[src/rtl/instruction_fetch_pkg.sv]
// Shared definitions for the fetch stage: datapath width, fetch FSM
// encoding, next-PC selector, and opcode constants also used by decode
// and immediate generation.
package instruction_fetch_pkg;

    localparam int XLEN = 64;

    // Canonical NOP (addi x0, x0, 0).
    localparam logic [31:0] INST_NOP = 32'h0000_0013;

    // RV64I major opcodes, shared with decode and immediate generation.
    localparam logic [6:0] OPC_LOAD      = 7'b000_0011;
    localparam logic [6:0] OPC_OP_IMM    = 7'b001_0011;
    localparam logic [6:0] OPC_AUIPC     = 7'b001_0111;
    localparam logic [6:0] OPC_OP_IMM_32 = 7'b001_1011;
    localparam logic [6:0] OPC_STORE     = 7'b010_0011;
    localparam logic [6:0] OPC_OP        = 7'b011_0011;
    localparam logic [6:0] OPC_LUI       = 7'b011_0111;
    localparam logic [6:0] OPC_OP_32     = 7'b011_1011;
    localparam logic [6:0] OPC_BRANCH    = 7'b110_0011;
    localparam logic [6:0] OPC_JALR      = 7'b110_0111;
    localparam logic [6:0] OPC_JAL       = 7'b110_1111;

    // Fetch FSM encoding.
    localparam logic [2:0] ST_IDLE  = 3'd0;
    localparam logic [2:0] ST_FETCH = 3'd1;
    localparam logic [2:0] ST_HOLD  = 3'd2;
    localparam logic [2:0] ST_DRAIN = 3'd3;
    localparam logic [2:0] ST_ERROR = 3'd4;

    // Source of the next PC value.
    typedef enum logic [1:0] {
        PC_KEEP,
        PC_INC,
        PC_REDIRECT,
        PC_PENDING
    } pc_sel_e;

    // Instructions are 4-byte aligned; only the two low bits matter.
    function automatic logic is_aligned(input logic [1:0] addr_lsb);
        return addr_lsb == 2'b00;
    endfunction

endpackage

[src/rtl/instruction_fetch_if.sv]
// Fetch-stage bus: instruction-memory req/ack, decode valid/ready,
// downstream redirect, and the sticky error flag.
interface instruction_fetch_if;
    import instruction_fetch_pkg::*;

    logic            imem_req;
    logic [XLEN-1:0] imem_addr;
    logic            imem_ack;
    logic [31:0]     imem_rdata;
    logic            inst_valid;
    logic [31:0]     inst;
    logic [XLEN-1:0] inst_pc;
    logic            inst_ready;
    logic            redirect_valid;
    logic [XLEN-1:0] redirect_pc;
    logic            fetch_error;

    // Fetch stage side.
    modport master (
        output imem_req, imem_addr, inst_valid, inst, inst_pc, fetch_error,
        input  imem_ack, imem_rdata, inst_ready, redirect_valid, redirect_pc
    );

    // Memory / decode / branch-resolution side.
    modport slave (
        input  imem_req, imem_addr, inst_valid, inst, inst_pc, fetch_error,
        output imem_ack, imem_rdata, inst_ready, redirect_valid, redirect_pc
    );

endinterface

[src/rtl/instruction_fetch_pc_reg.sv]
// Program counter with next-PC mux (hold / +4 / redirect / pending) and a
// pending-redirect register that parks a target while a stale fetch drains.
module instruction_fetch_pc_reg
    import instruction_fetch_pkg::*;
#(
    parameter logic [XLEN-1:0] RESET_PC = '0
) (
    input  logic            clk,
    input  logic            rst,
    input  pc_sel_e         pc_sel_i,
    input  logic            pending_load_i,
    input  logic [XLEN-1:0] redirect_pc_i,
    output logic [XLEN-1:0] pc_o,
    output logic            pc_d_misaligned_o
);

    logic [XLEN-1:0] pc_q, pc_d;
    logic [XLEN-1:0] pending_pc_q, pending_pc_d;

    // Select the next PC and the next parked redirect target.
    always_comb begin
        // NOTE: every signal written here gets a default first, so no path leaves it unassigned and infers a latch.
        pc_d         = pc_q;
        pending_pc_d = pending_load_i ? redirect_pc_i : pending_pc_q;
        unique case (pc_sel_i)
            PC_KEEP:     pc_d = pc_q;
            PC_INC:      pc_d = pc_q + XLEN'(4);
            PC_REDIRECT: pc_d = redirect_pc_i;
            PC_PENDING:  pc_d = pending_pc_q;
        endcase
    end

    assign pc_o              = pc_q;
    assign pc_d_misaligned_o = !is_aligned(pc_d[1:0]);

    // PC and pending-target registers.
    always_ff @(posedge clk or posedge rst) begin
        // NOTE: non-blocking assignments make each flop sample pre-edge values independent of statement order.
        if (rst) begin
            pc_q         <= RESET_PC;
            pending_pc_q <= RESET_PC;
        end else begin
            pc_q         <= pc_d;
            pending_pc_q <= pending_pc_d;
        end
    end

endmodule

[src/rtl/instruction_fetch.sv]
// Fetch stage: one outstanding instruction-memory request at a time, holds
// the fetched word for decode, and honours redirects by dropping or draining
// stale fetches. A misaligned PC load parks the stage in ERROR until reset.
module instruction_fetch
    import instruction_fetch_pkg::*;
#(
    parameter logic [XLEN-1:0] RESET_PC = 64'h0
) (
    input logic                 clk,
    input logic                 rst,
    instruction_fetch_if.master fetch_if
);

    logic [2:0]      state_q, state_d, state_base_d;
    logic [31:0]     inst_q, inst_d;
    logic [XLEN-1:0] inst_pc_q, inst_pc_d;
    logic [XLEN-1:0] pc;
    logic            pc_d_misaligned;
    logic            pending_load;
    pc_sel_e         pc_sel;

    instruction_fetch_pc_reg #(
        .RESET_PC (RESET_PC)
    ) u_pc_reg (
        .clk               (clk),
        .rst               (rst),
        .pc_sel_i          (pc_sel),
        .pending_load_i    (pending_load),
        .redirect_pc_i     (fetch_if.redirect_pc),
        .pc_o              (pc),
        .pc_d_misaligned_o (pc_d_misaligned)
    );

    // Sequencing: choose PC source, capture fetched word, pick next state.
    always_comb begin
        state_base_d = state_q;
        pc_sel       = PC_KEEP;
        pending_load = 1'b0;
        inst_d       = inst_q;
        inst_pc_d    = inst_pc_q;
        case (state_q)
            ST_IDLE: begin
                if (fetch_if.redirect_valid) pc_sel = PC_REDIRECT;
                state_base_d = ST_FETCH;
            end
            ST_FETCH: begin
                if (fetch_if.imem_ack) begin
                    if (fetch_if.redirect_valid) begin
                        // Returned word is stale; start over at the target.
                        pc_sel = PC_REDIRECT;
                    end else begin
                        inst_d       = fetch_if.imem_rdata;
                        inst_pc_d    = pc;
                        state_base_d = ST_HOLD;
                    end
                end else if (fetch_if.redirect_valid) begin
                    // The request cannot be withdrawn; park the target.
                    pending_load = 1'b1;
                    state_base_d = ST_DRAIN;
                end
            end
            ST_DRAIN: begin
                pending_load = fetch_if.redirect_valid;
                if (fetch_if.imem_ack) begin
                    pc_sel       = fetch_if.redirect_valid ? PC_REDIRECT : PC_PENDING;
                    state_base_d = ST_FETCH;
                end
            end
            ST_HOLD: begin
                if (fetch_if.redirect_valid) begin
                    pc_sel       = PC_REDIRECT;
                    state_base_d = ST_FETCH;
                end else if (fetch_if.inst_ready) begin
                    pc_sel       = PC_INC;
                    state_base_d = ST_FETCH;
                end
            end
            ST_ERROR: state_base_d = ST_ERROR;
            default:  state_base_d = ST_IDLE;
        endcase
    end

    // Any PC load that lands misaligned diverts to ERROR instead of FETCH.
    assign state_d = (pc_sel != PC_KEEP && pc_d_misaligned) ? ST_ERROR : state_base_d;

    // State and held-instruction registers.
    always_ff @(posedge clk or posedge rst) begin
        if (rst) begin
            state_q   <= ST_IDLE;
            inst_q    <= '0;
            inst_pc_q <= RESET_PC;
        end else begin
            state_q   <= state_d;
            inst_q    <= inst_d;
            inst_pc_q <= inst_pc_d;
        end
    end

    assign fetch_if.imem_req    = (state_q == ST_FETCH) || (state_q == ST_DRAIN);
    assign fetch_if.imem_addr   = pc;
    assign fetch_if.inst_valid  = (state_q == ST_HOLD);
    assign fetch_if.inst        = inst_q;
    assign fetch_if.inst_pc     = inst_pc_q;
    assign fetch_if.fetch_error = (state_q == ST_ERROR);

endmodule

[src/flat_wrapper.sv]
// flat-port wrapper written by rule: the top's interface ports become plain ports
module instruction_fetch_flat import instruction_fetch_pkg::*;
#(
    parameter logic [XLEN-1:0] RESET_PC = 64'h0
)
  (clk, rst, fetch_if_imem_req, fetch_if_imem_addr, fetch_if_inst_valid, fetch_if_inst, fetch_if_inst_pc, fetch_if_fetch_error, fetch_if_imem_ack, fetch_if_imem_rdata, fetch_if_inst_ready, fetch_if_redirect_valid, fetch_if_redirect_pc);
  instruction_fetch_if fetch_if_i ();
  input logic clk;
  input logic rst;
  output wire logic [$bits(fetch_if_i.imem_req)-1:0] fetch_if_imem_req;
  output wire logic [$bits(fetch_if_i.imem_addr)-1:0] fetch_if_imem_addr;
  output wire logic [$bits(fetch_if_i.inst_valid)-1:0] fetch_if_inst_valid;
  output wire logic [$bits(fetch_if_i.inst)-1:0] fetch_if_inst;
  output wire logic [$bits(fetch_if_i.inst_pc)-1:0] fetch_if_inst_pc;
  output wire logic [$bits(fetch_if_i.fetch_error)-1:0] fetch_if_fetch_error;
  input wire logic [$bits(fetch_if_i.imem_ack)-1:0] fetch_if_imem_ack;
  input wire logic [$bits(fetch_if_i.imem_rdata)-1:0] fetch_if_imem_rdata;
  input wire logic [$bits(fetch_if_i.inst_ready)-1:0] fetch_if_inst_ready;
  input wire logic [$bits(fetch_if_i.redirect_valid)-1:0] fetch_if_redirect_valid;
  input wire logic [$bits(fetch_if_i.redirect_pc)-1:0] fetch_if_redirect_pc;
  assign fetch_if_imem_req = fetch_if_i.imem_req;
  assign fetch_if_imem_addr = fetch_if_i.imem_addr;
  assign fetch_if_inst_valid = fetch_if_i.inst_valid;
  assign fetch_if_inst = fetch_if_i.inst;
  assign fetch_if_inst_pc = fetch_if_i.inst_pc;
  assign fetch_if_fetch_error = fetch_if_i.fetch_error;
  assign fetch_if_i.imem_ack = fetch_if_imem_ack;
  assign fetch_if_i.imem_rdata = fetch_if_imem_rdata;
  assign fetch_if_i.inst_ready = fetch_if_inst_ready;
  assign fetch_if_i.redirect_valid = fetch_if_redirect_valid;
  assign fetch_if_i.redirect_pc = fetch_if_redirect_pc;
  instruction_fetch #(.RESET_PC(RESET_PC)) u_core (.clk(clk), .rst(rst), .fetch_if(fetch_if_i));
endmodule
[config.mk]
export PLATFORM = sky130hd
export DESIGN_NAME = instruction_fetch_flat
export DESIGN_NICKNAME = d
export VERILOG_FILES = /design/src/rtl/instruction_fetch_pkg.sv /design/src/rtl/instruction_fetch_if.sv /design/src/rtl/instruction_fetch_pc_reg.sv /design/src/rtl/instruction_fetch.sv /design/src/flat_wrapper.sv
export SDC_FILE = /design/constraint.sdc
export NUM_CORES = 1
export LEC_CHECK = 0
export CAP_MARGIN = 5
export CORE_MARGIN = 1.5
export CORE_UTILIZATION = 31
export DETAILED_ROUTE_END_ITERATION = 7
export DONT_BUFFER_PORTS = 1
export SYNTH_ARGS = -nofsm -noshare
export SYNTH_HDL_FRONTEND = slang
export SYNTH_SLANG_ARGS = --single-unit
[constraint.sdc]
create_clock -name clk -period 20.5 [get_ports clk]
set_input_delay 4.1 -clock clk [delete_from_list [all_inputs] [get_ports clk]]
set_output_delay 4.1 -clock clk [all_outputs]
set_load 0.02 [all_outputs]
==> results of run 1 <==
-- path summary, 6_finish.rpt --
kind / start / endpoint / cells past startpoint
min in group asynchronous: rst / u_core.fetch_if.inst[31] / 1
min reg2reg: u_core.u_pc_reg.pending_pc_q[27] / u_core.u_pc_reg.pending_pc_q[27] / 1
max: fetch_if_redirect_valid / u_core.u_pc_reg.pc_o[60] / 5
min: u_core.u_pc_reg.pending_pc_q[27] / u_core.u_pc_reg.pending_pc_q[27] / 1
max in group asynchronous: rst / u_core.fetch_if.inst_pc[51] / 2
max reg2reg: u_core.u_pc_reg.pc_o[2] / u_core.u_pc_reg.pc_o[60] / 6
-- report_power, final --
group,total (uW),switching (uW),internal (uW)
clock,532,196,336
sequential,1100,429,670
combinational,467,213,254
total,2100,838,1260
-- layer usage --
layer	part of all wire (%)	vias up
met5	0	-
met4	1.2	0
met3	9.3	30
met2	47	254
met1	42	3802
li1	-	3471
-- placed cells by master, fill, tap and decap left out, types with 15 or more instances in the layout --
| cell | n |
|---|---|
| nor2_1 | 16 |
| clkbuf_16 | 29 |
| nand2_1 | 138 |
| nand4_1 | 20 |
| nor3_1 | 20 |
| xnor2_1 | 15 |
| o21ai_0 | 15 |
| and3_1 | 41 |
| a21oi_1 | 24 |
| o31a_1 | 33 |
| or3_1 | 15 |
| mux2_2 | 166 |
| nand3_1 | 41 |
| nor4_1 | 22 |
| dfrtp_1 | 227 |
| a31oi_1 | 17 |
-- flip-flops by register name (all words and copies together), names as in the netlist --
| register | cells |
|---|---|
| u_core.u_pc_reg.pending_pc_q | 64 |
| u_core.fetch_if.inst_pc | 64 |
| u_core.u_pc_reg.pc_o | 64 |
| u_core.fetch_if.inst | 32 |
| u_core.state_q | 3 |
-- stage by stage --
stage          utilization [%]  cell area [um2]  std cells  power (uW)
2_1_floorplan                -            10700        964        1420
3_3_place_gp              32.9            11100       1360        1560
3_5_place_dp              32.9            11100       1360        1590
4_1_cts                   35.9            12100       1409        2130
5_1_grt                   35.9            12100       1409        2220
6_report                  35.9            12100       1409        2100
-- logic make-up (layout without fill, tap and decap cells) --
logic type	after synthesis	in the layout	share of synthesized area [%]
adders and majority gates	1	1	0.117
AOI/OAI and AO/OA	116	116	7.49
muxes	168	168	17.8
xor gates and xnor gates	25	25	2.04
buffers and inverters	71	68	2.65
DFF	227	227	53.0
and+or+nand+nor	356	356	16.9
-- cell type report --
| cell class | instances | area [um2] | area share (%) |
|---|---|---|---|
| Clock inverter | 13 | 196 | 1.62 |
| Multi-Input combinational cell | 666 | 4780 | 39.4 |
| Inverter | 11 | 48.8 | 0.402 |
| Clock buffer | 36 | 802 | 6.61 |
| Timing Repair Buffer | 8 | 60.1 | 0.495 |
| Sequential cell | 227 | 5680 | 46.8 |
| Tap cell | 448 | 561 | 4.62 |
-- cells in the mapped netlist (2+ instances only) --
cell type	n
nor2_1	17
nand3_1	42
xnor2_1	15
nor4b_1	2
a21oi_1	24
or3_1	16
o21ai_0	15
o311a_1	2
xor2_1	10
o22ai_1	2
nor4_1	22
nand2_1	140
inv_1	11
and3_1	41
and4_1	10
nor3b_1	2
or4_1	10
nor3_1	21
mux2_2	166
buf_2	2
buf_6	2
nor2b_1	3
o211ai_1	4
a211oi_1	2
nand4_1	20
dfrtp_1	227
o311ai_0	4
clkbuf_1	47
a31oi_1	17
or2_2	4
buf_1	9
and2_1	2
o31ai_1	8
o21a_1	3
o31a_1	33
-- critical path: stages --
cell and delay (ns):
or3b_1 0.49, or4_4 0.67, or4_1 0.76, o31a_1 0.40
o31a_1 0.28
==> metrics.txt, run 1 <==
status=completed; layout cells sized above 1=~24%; maximum clock frequency=roughly 0.16 GHz; total gr overflow=0; Startpoint Class=primary input; final count of hold timing violations=0; max cap viols=0; dominant cell type by area after synthesis=dfrtp_1; dpl hpwl=~20000 um; PortBufs=0; Synth Instances=approximately 960; post_cts resized=0; endpoints failing setup=0; antenna viol nets, final=0; EDFF count, synth=0; Most Used Layer, Global Route=met2; DIE AREA=between 0.03 and 0.04 mm2; relative slew slack=a little under a third; Leakage=0.00488 uW; GRT met1 Usage=20.8%; Initial DRC Count=between 400 and 500; row count=67; WP data required=20.93 ns; CP arrival=between 6 and 7 ns; # DRC=0; Top Ports=around 260; nets@finish=approximately 1000; worst-case hold slack=~0.50 ns; post-synthesis sequential area ratio=roughly 53%; Least-Margin Pin Slew=~1.0 ns; Detailed Routing Iterations Pass 1=5; syn_nets=~1100; CP Class=in2reg; chip height=189 um; syn_area_per_cell=roughly 11 um2; R2R Setup Slk=17.19 ns; synth warn=0; Synth cell types=44; largest net degree at the start of global routing=96; Final Max Slew Viols=0; CTS Sinks=between 200 and 250; Longest Clk Path Bufs=3; gr usage total=around 16%; Clk pin slew, worst setup/hold paths=approximately 0.06 ns; Die X=189 um; clk_lat worst skew=between 0.5 and 0.6 ns; Final Skew=between 0.009 and 0.01 ns; final worst slack=14.23 ns; number of global-route vias before repair=roughly 7300; RSZ-0062 raised after global routing=false; grt met3 use=~5%; Synth top area share=between 50% and 60%; Max H-tree Level=1; postcts setup bufs=0; area grow syn2layout=13.3%; pwr dens=approximately 170 mW/mm2; first-pass GRT wire length=44400 um; Fillers=approximately 3300; Critical Path Fanout Max=18; Synth Flop Type=dfrtp_1; VDD IR-drop max=between 80 and 90 uV; detail-routed via count per cell=between 5 and 6; GPL Wtd Cong=0.785; Post-Syn Area=between 0.01 and 0.015 mm2; Antenna Diode Count=0; asr flop ratio synth=100%; fin crit period=around 6.3 ns; CTS buffer count=28; Root Driver=clkbuf_16; CTS tree=built; WL per Instance=~20 um; fin crit share=a little under a third; GRT met2 Usage=between 20% and 30%; Setup WS pre-CTS=roughly 14 ns; top cells by area, synth=dfrtp_1, mux2_2, nand2_1; core area=0.0338 mm2; starting density of the core=a little under a third; DR vias=between 7000 and 8000; FF+latch count, synth=between 200 and 250; CP endpoint kind=register; drt total wl=28800 um; Setup TNS Final=0 ns; HP Class=reg2reg; quantity of hold-fixing buffers added after cts=0; initial antenna violation count=0
(Power assumes the default switching activity.)
==> run 2, diff against run 1 <==
==> constraint.sdc (replaced) <==
create_clock -name clk -period 6.2 [get_ports clk]
set_input_delay 1.24 -clock clk [delete_from_list [all_inputs] [get_ports clk]]
set_output_delay 1.24 -clock clk [all_outputs]
set_load 0.02 [all_outputs]
==> metrics.txt, run 2 (same netlist as run 1, synthesis figures left out) <==
status=completed; largest net degree at the start of global routing=129 (+34%); Setup TNS Final=0 ns (unchanged); CP max stage delay=0.76 ns (about the same); Fillers=3361 (+1.0%); net switching power=2780 uW (+230%); Antenna Diode Count=0 (unchanged); r2r worst-path depth=6 (unchanged); R2R Setup Slk=2.82 ns (-14.37 ns); worst r2r src=u_core.u_pc_reg.pc_o[2]; row count=67 (unchanged); DIE AREA=0.0357 mm2 (unchanged); Buf+Inv Stages, Crit Path=0 (unchanged); starting density of the core=31.7% (unchanged); Critical Path Sink=u_core.u_pc_reg.pc_o[62]; CP arrival=3.86 ns (-2.84 ns); cell family with most CP delay=simple AND/OR/NAND/NOR gates; total gr overflow=0 (unchanged); # DRC=0 (unchanged); RSZ-0062 raised after global routing=false; first-pass GRT wire length=44700 um (+0.70%); number of global-route vias before repair=7612 (+4.3%); Startpoint Class=primary input; pwr dens=571 mW/mm2 (+230%); Final Max Slew Viols=0 (unchanged); WL per Instance=20.5 um (+0.18%); layout cells sized above 1=24.5% (+0.10 points); FF-to-FF End=u_core.u_pc_reg.pc_o[62]; Clk pin slew, worst setup/hold paths=0.06 ns (about the same); CP endpoint kind=register; initial antenna violation count=0 (unchanged); WP data required=6.64 ns (-14.29 ns); multi-input logic area=0.00478 mm2 (+0.10%); nets@finish=1043 (-0.096%); VDD IR-drop max=317 uV (+260%); FF/Latch Area=0.00568 mm2 (unchanged); clk_lat worst skew=0.55 ns (about the same); max cap viols=0 (unchanged); Critical Path Fanout Max=18 (unchanged); endpoints failing setup=0 (unchanged); HP Class=reg2reg; core area=0.0338 mm2 (unchanged); most used cell along the critical path=o31a_1; placed insts=1360 (unchanged); Longest Clk Path Bufs=3 (unchanged); Comb power frac=22.5% (+0.2 points); CTS Sinks=227 (unchanged); fin crit share=55.2%; dpl hpwl=19800 um (+0.34%); Leakage=0.00486 uW (-0.30%); Root Driver=clkbuf_16; CP Depth=5 (unchanged); antenna viol nets, final=0 (unchanged); cell chain of the critical path=or3b_1 > or4_4 > or4_1 > o31a_1 > o31a_1; Internal=4140 uW (+230%); Detailed Routing Iterations Pass 1=4 (-1); Die X=189 um (unchanged); relative slew slack=26.7% (-4.1 points); PortBufs=0 (unchanged); non-filler cells, final=1409 (unchanged); drt total wl=28900 um (+0.18%); Max H-tree Level=1 (unchanged); CTS tree=built; Clock power frac=25.0% (-0.3 points); sequential power share=52.5% (about the same); fin crit period=3.42 ns; CTS buffer count=27 (-3.6%); Initial DRC Count=316 (-24%); utilization after layout=35.9% (about the same); GPL Wtd Cong=0.776 (-1.1%); Top Ports=264 (unchanged); Crit-path slowest cell=or4_1; sw frac=40.1% (+0.20 points); CP Class=in2reg; commonest cells after routing, fill and taps aside=dfrtp_1, mux2_2, nand2_1, nand3_1, and3_1; Least-Margin Pin Slew=1.09 ns (+0.0529 ns); gr usage total=15.9% (+0.062 points); Power, Total=6920 uW (+230%); final count of hold timing violations=0 (unchanged); post_cts resized=0 (unchanged); Critical Path Source=fetch_if_redirect_valid; most common cell after layout, fill and taps aside=dfrtp_1; DR vias=7434 (-1.6%); Final Skew=0.0193 ns (+0.00963 ns); maximum clock frequency=roughly 0.3 GHz; chip height=189 um (unchanged); postcts setup bufs=0 (unchanged); quantity of hold-fixing buffers added after cts=0 (unchanged); detail-routed via count per cell=5.28 (-1.6%); area grow syn2layout=13.2% (about the same)
[run 2: worst min-delay path by stage]
stage                                             to                             start  cells after the start
global placement    u_core.u_pc_reg.pending_pc_q[27]  u_core.u_pc_reg.pending_pc_q[27]                      1
global route        u_core.u_pc_reg.pending_pc_q[43]  u_core.u_pc_reg.pending_pc_q[43]                      1
finish              u_core.u_pc_reg.pending_pc_q[27]  u_core.u_pc_reg.pending_pc_q[27]                      1
detailed placement  u_core.u_pc_reg.pending_pc_q[27]  u_core.u_pc_reg.pending_pc_q[27]                      1
floorplan           u_core.u_pc_reg.pending_pc_q[27]  u_core.u_pc_reg.pending_pc_q[27]                      1
CTS                 u_core.u_pc_reg.pending_pc_q[27]  u_core.u_pc_reg.pending_pc_q[27]                      1
[run 2: stage by stage]
step | setup WS, ns | hold WS (ns) | cell area [um2]
2_1_floorplan | 1.99 | 0.471 | 10700
3_3_place_gp | 2.27 | 0.480 | 11100
3_5_place_dp | 2.21 | 0.490 | 11100
4_1_cts | 2.78 | 0.504 | 12100
5_1_grt | 2.62 | 0.513 | 12100
6_report | 2.78 | 0.501 | 12100
[run 2: power by group through the flow]
stage / clock (uW) / sequential, uW / combinational [uW]
3_5_place_dp: 0 / 3680 / 1570
2_1_floorplan: 0 / 3360 / 1320
6_report: 1730 / 3630 / 1550
4_1_cts: 1780 / 3650 / 1580
5_1_grt: 1840 / 3750 / 1730
3_3_place_gp: 0 / 3640 / 1510
[run 2: per-layer routing]
layer | part of all wire (%) | global-route usage [%] | up-vias
met3 | 9.2 | 4.82 | 35
met4 | 1.5 | 3.17 | 0
li1 | - | - | 3459
met5 | 0 | 0 | -
met2 | 48 | 26.5 | 236
met1 | 41 | 20.4 | 3704
[run 2: worst reg2reg max path, stage by stage, from the launching register on]
cell	delay, ns
dfrtp_1	0.60
ha_1	0.33
nand3_1	0.27
or3_1	0.57
or4_1	0.85
o31a_1	0.41
o31a_1	0.27
[run 2: final cells by class]
type | instances | area share, %
Multi-Input combinational cell | 666 | 39.5
Clock inverter | 18 | 2.10
Timing Repair Buffer | 8 | 0.599
Inverter | 11 | 0.372
Sequential cell | 227 | 46.9
Tap cell | 448 | 4.63
Clock buffer | 31 | 5.95
==> RTL change: new RTL, flow settings as in run 2 <==
Reset style: synchronous (`rst`), changed in 2 clocked blocks.
--- a/src/rtl/instruction_fetch_pc_reg.sv
+++ b/src/rtl/instruction_fetch_pc_reg.sv
@@ -36,3 +36,3 @@
     // PC and pending-target registers.
-    always_ff @(posedge clk or posedge rst) begin
+    always_ff @(posedge clk) begin
         // NOTE: non-blocking assignments make each flop sample pre-edge values independent of statement order.
--- a/src/rtl/instruction_fetch.sv
+++ b/src/rtl/instruction_fetch.sv
@@ -86,3 +86,3 @@
     // State and held-instruction registers.
-    always_ff @(posedge clk or posedge rst) begin
+    always_ff @(posedge clk) begin
         if (rst) begin
Behaviour: differs if rst is asserted again (counterexample within 4 cycles, from zero or initial values and one cycle with rst high); with rst held inactive, the same outputs for 4 cycles.
==> RTL change against run 2 <==
  * Wire length is 26% higher
  * Sequential cell count stayed put
  * Count of clock-buffer cells in the layout grew 12
  * Synthesized cell count is 44% higher
  * Worst setup slack lost 0.40 ns
  * Non-clock buffer count increased by 9
  * Area after synthesis shrank 0.79%
  * Cell area is 2.0% lower
  * First-iteration DRC count is 130% higher
  * Highest routed layer unchanged
Power is not compared: it rests on default switching activity, and its combinational part moved more than twofold at a synthesized area within 25%.
==> RTL change: results (changes against run 2) <==
Outcome: finished clean
Cell area after layout: 11900 um^2 (-2.0%)
DR top layer: met4
H-tree levels: 1 (unchanged)
Gp weighted congestion: 0.836 (+7.6%)
WL met3: 3330 um (+25%)
Worst skew pair latency: 0.55 ns (about the same)
Net Sw Frac: 0.275
Placed Area: 10900 um^2 (-1.9%)
N_diodes: 0 (unchanged)
Final Skew: 0.00660 ns (-0.0127 ns)
Clk slew on worst S/H paths: 0.06 ns (about the same)
Synthesized net count: 1489 (+40%)
CP Max Fanout: 22 (+4)
Global-route wire length before repair: 55300 um (+24%)
CP delay by family, top: buffers and inverters
Initial antenna violation count: 1 (+1)
DRT Pass-1 Iters: 5 (+1)
Yosys cell types: 75 (+70%)
Vias post-DR: 10000 (+35%)
WL met2: 16900 um (+23%)
CTS Buf Count: 28 (+3.7%)
Fillers: 3485 (+3.7%)
Sequential cell area fraction in the yosys report: 0.428 (-0.103)
Pre-CTS setup slack: 2.12 ns (-0.0894 ns)
Pin count of the biggest net entering global routing: 210 (+63%)
DR WL/cell: 20.3 um (-0.70%)
CTS root buf: clkbuf_16
DP Cell Count: 1743 (+28%)
Slowest stage delay, CP: 0.76 ns (about the same)
Post-DP HPWL: 24000 um (+21%)
Synth async-reset ratio: 0 (-1.00)
Cell taking the most area after synthesis: dfxtp_1
Initial DRC count: 730 (+130%)
Tot GR Track Use: 0.197 (+0.0382)
Routed met1 length: 15200 um (+27%)
Leakage: 3.83 nW
Critical-path top delay cell: dfxtp_1
Worst hold path class: reg -> reg
Post-CTS Setup Inserts: 0 (unchanged)
VDD IR-drop max: 0.204 mV
Most frequent cells after synthesis: nand2_1 (380), dfxtp_1 (227), a21oi_1 (191)
Deepest clock path buffer count: 3 (unchanged)
Top cells by area, synth: dfxtp_1 (43%), nand2_1 (13%), a21oi_1 (9.0%)
Port-buffer cells: 0 (unchanged)
Post_cts resized: 0 (unchanged)
Number of global-route vias before repair: 9192 (+21%)
Layout cell share with drive strength beyond 1: 0.0781 (-0.166)
Synth warnings: 0 (unchanged)
Synthesized instance count: 1387 (+44%)
Worst-margin pin slew: 1.06 ns (-0.0312 ns)
Final std cells w/o fill: 1793 (+27%)
==> RTL change: cell count changes after synthesis, moves of 19 or more <==
cell and change:
nand2_1 +240, dfrtp_1 -227, dfxtp_1 +227, a21oi_1 +167, mux2_2 -150, clkbuf_1 +42
o31a_1 -30, and3_1 -20, nand4_1 +19
==> RTL change: path summary, 6_finish.rpt <==
| check | to | slack [ns] | startpoint | depth (start not counted) |
|---|---|---|---|---|
| worst max-delay path | fetch_if_fetch_error | 2.38 | u_core.state_q[2] | 3 |
| worst min-delay path | u_core.u_pc_reg.pending_pc_q[42] | 0.45 | u_core.u_pc_reg.pending_pc_q[42] | 2 |
| worst max register to register | u_core.u_pc_reg.pc_o[45] | 2.69 | u_core.state_q[2] | 5 |
| worst min register to register | u_core.u_pc_reg.pending_pc_q[42] | 0.45 | u_core.u_pc_reg.pending_pc_q[42] | 2 |
==> RTL change: area by class of cell <==
type,count,share of cell area
Multi-Input combinational cell,1028,0.472
Sequential cell,227,0.383
Clock buffer,43,0.0722
Clock inverter,7,0.00758
Timing Repair Buffer,17,0.0107
Inverter,23,0.00727
Tap cell,448,0.0472
==> RTL change: tightest hold or removal path: stages, from the launching register on <==
cell and delay (ns):
dfxtp_1 0.30, nand2_1 0.05, a21oi_1 0.05
==> RTL change: routing by layer <==
| layer | GRT usage | vias up |
|---|---|---|
| met5 | 0 | - |
| met4 | 0.0643 | 0 |
| met3 | 0.0629 | 61 |
| met2 | 0.321 | 356 |
| met1 | 0.246 | 4799 |
| li1 | - | 4800 |
==> RTL change: cells by family (layout without fill, tap and decap cells) <==
logic type                 after synthesis  after routing  synth area share
and+or+nand+nor                        630            630             0.279
xor gates and xnor gates                17             17            0.0140
muxes                                   19             19            0.0210
DFF                                    227            227             0.428
AOI/OAI and AO/OA                      361            361             0.209
adders and majority gates                1              1           0.00118
buffers and inverters                  132             90            0.0485
==> RTL change: power groups by stage <==
stage | logic, mW | registers [mW] | clock network [mW]
final | 0.289 | 1.72 | 1.68
after detailed placement | 0.288 | 1.75 | 0
after global placement | 0.280 | 1.75 | 0
after floorplan | 0.258 | 1.69 | 0
after CTS | 0.289 | 1.72 | 1.73
after global routing | 0.324 | 1.73 | 1.79
==> RTL change: per-stage QoR <==
step | total power, mW | hold WS (ns)
6_report | 3.69 | 0.449
2_1_floorplan | 1.95 | 0.432
5_1_grt | 3.84 | 0.471
3_5_place_dp | 2.04 | 0.441
4_1_cts | 3.74 | 0.450
3_3_place_gp | 2.03 | 0.435
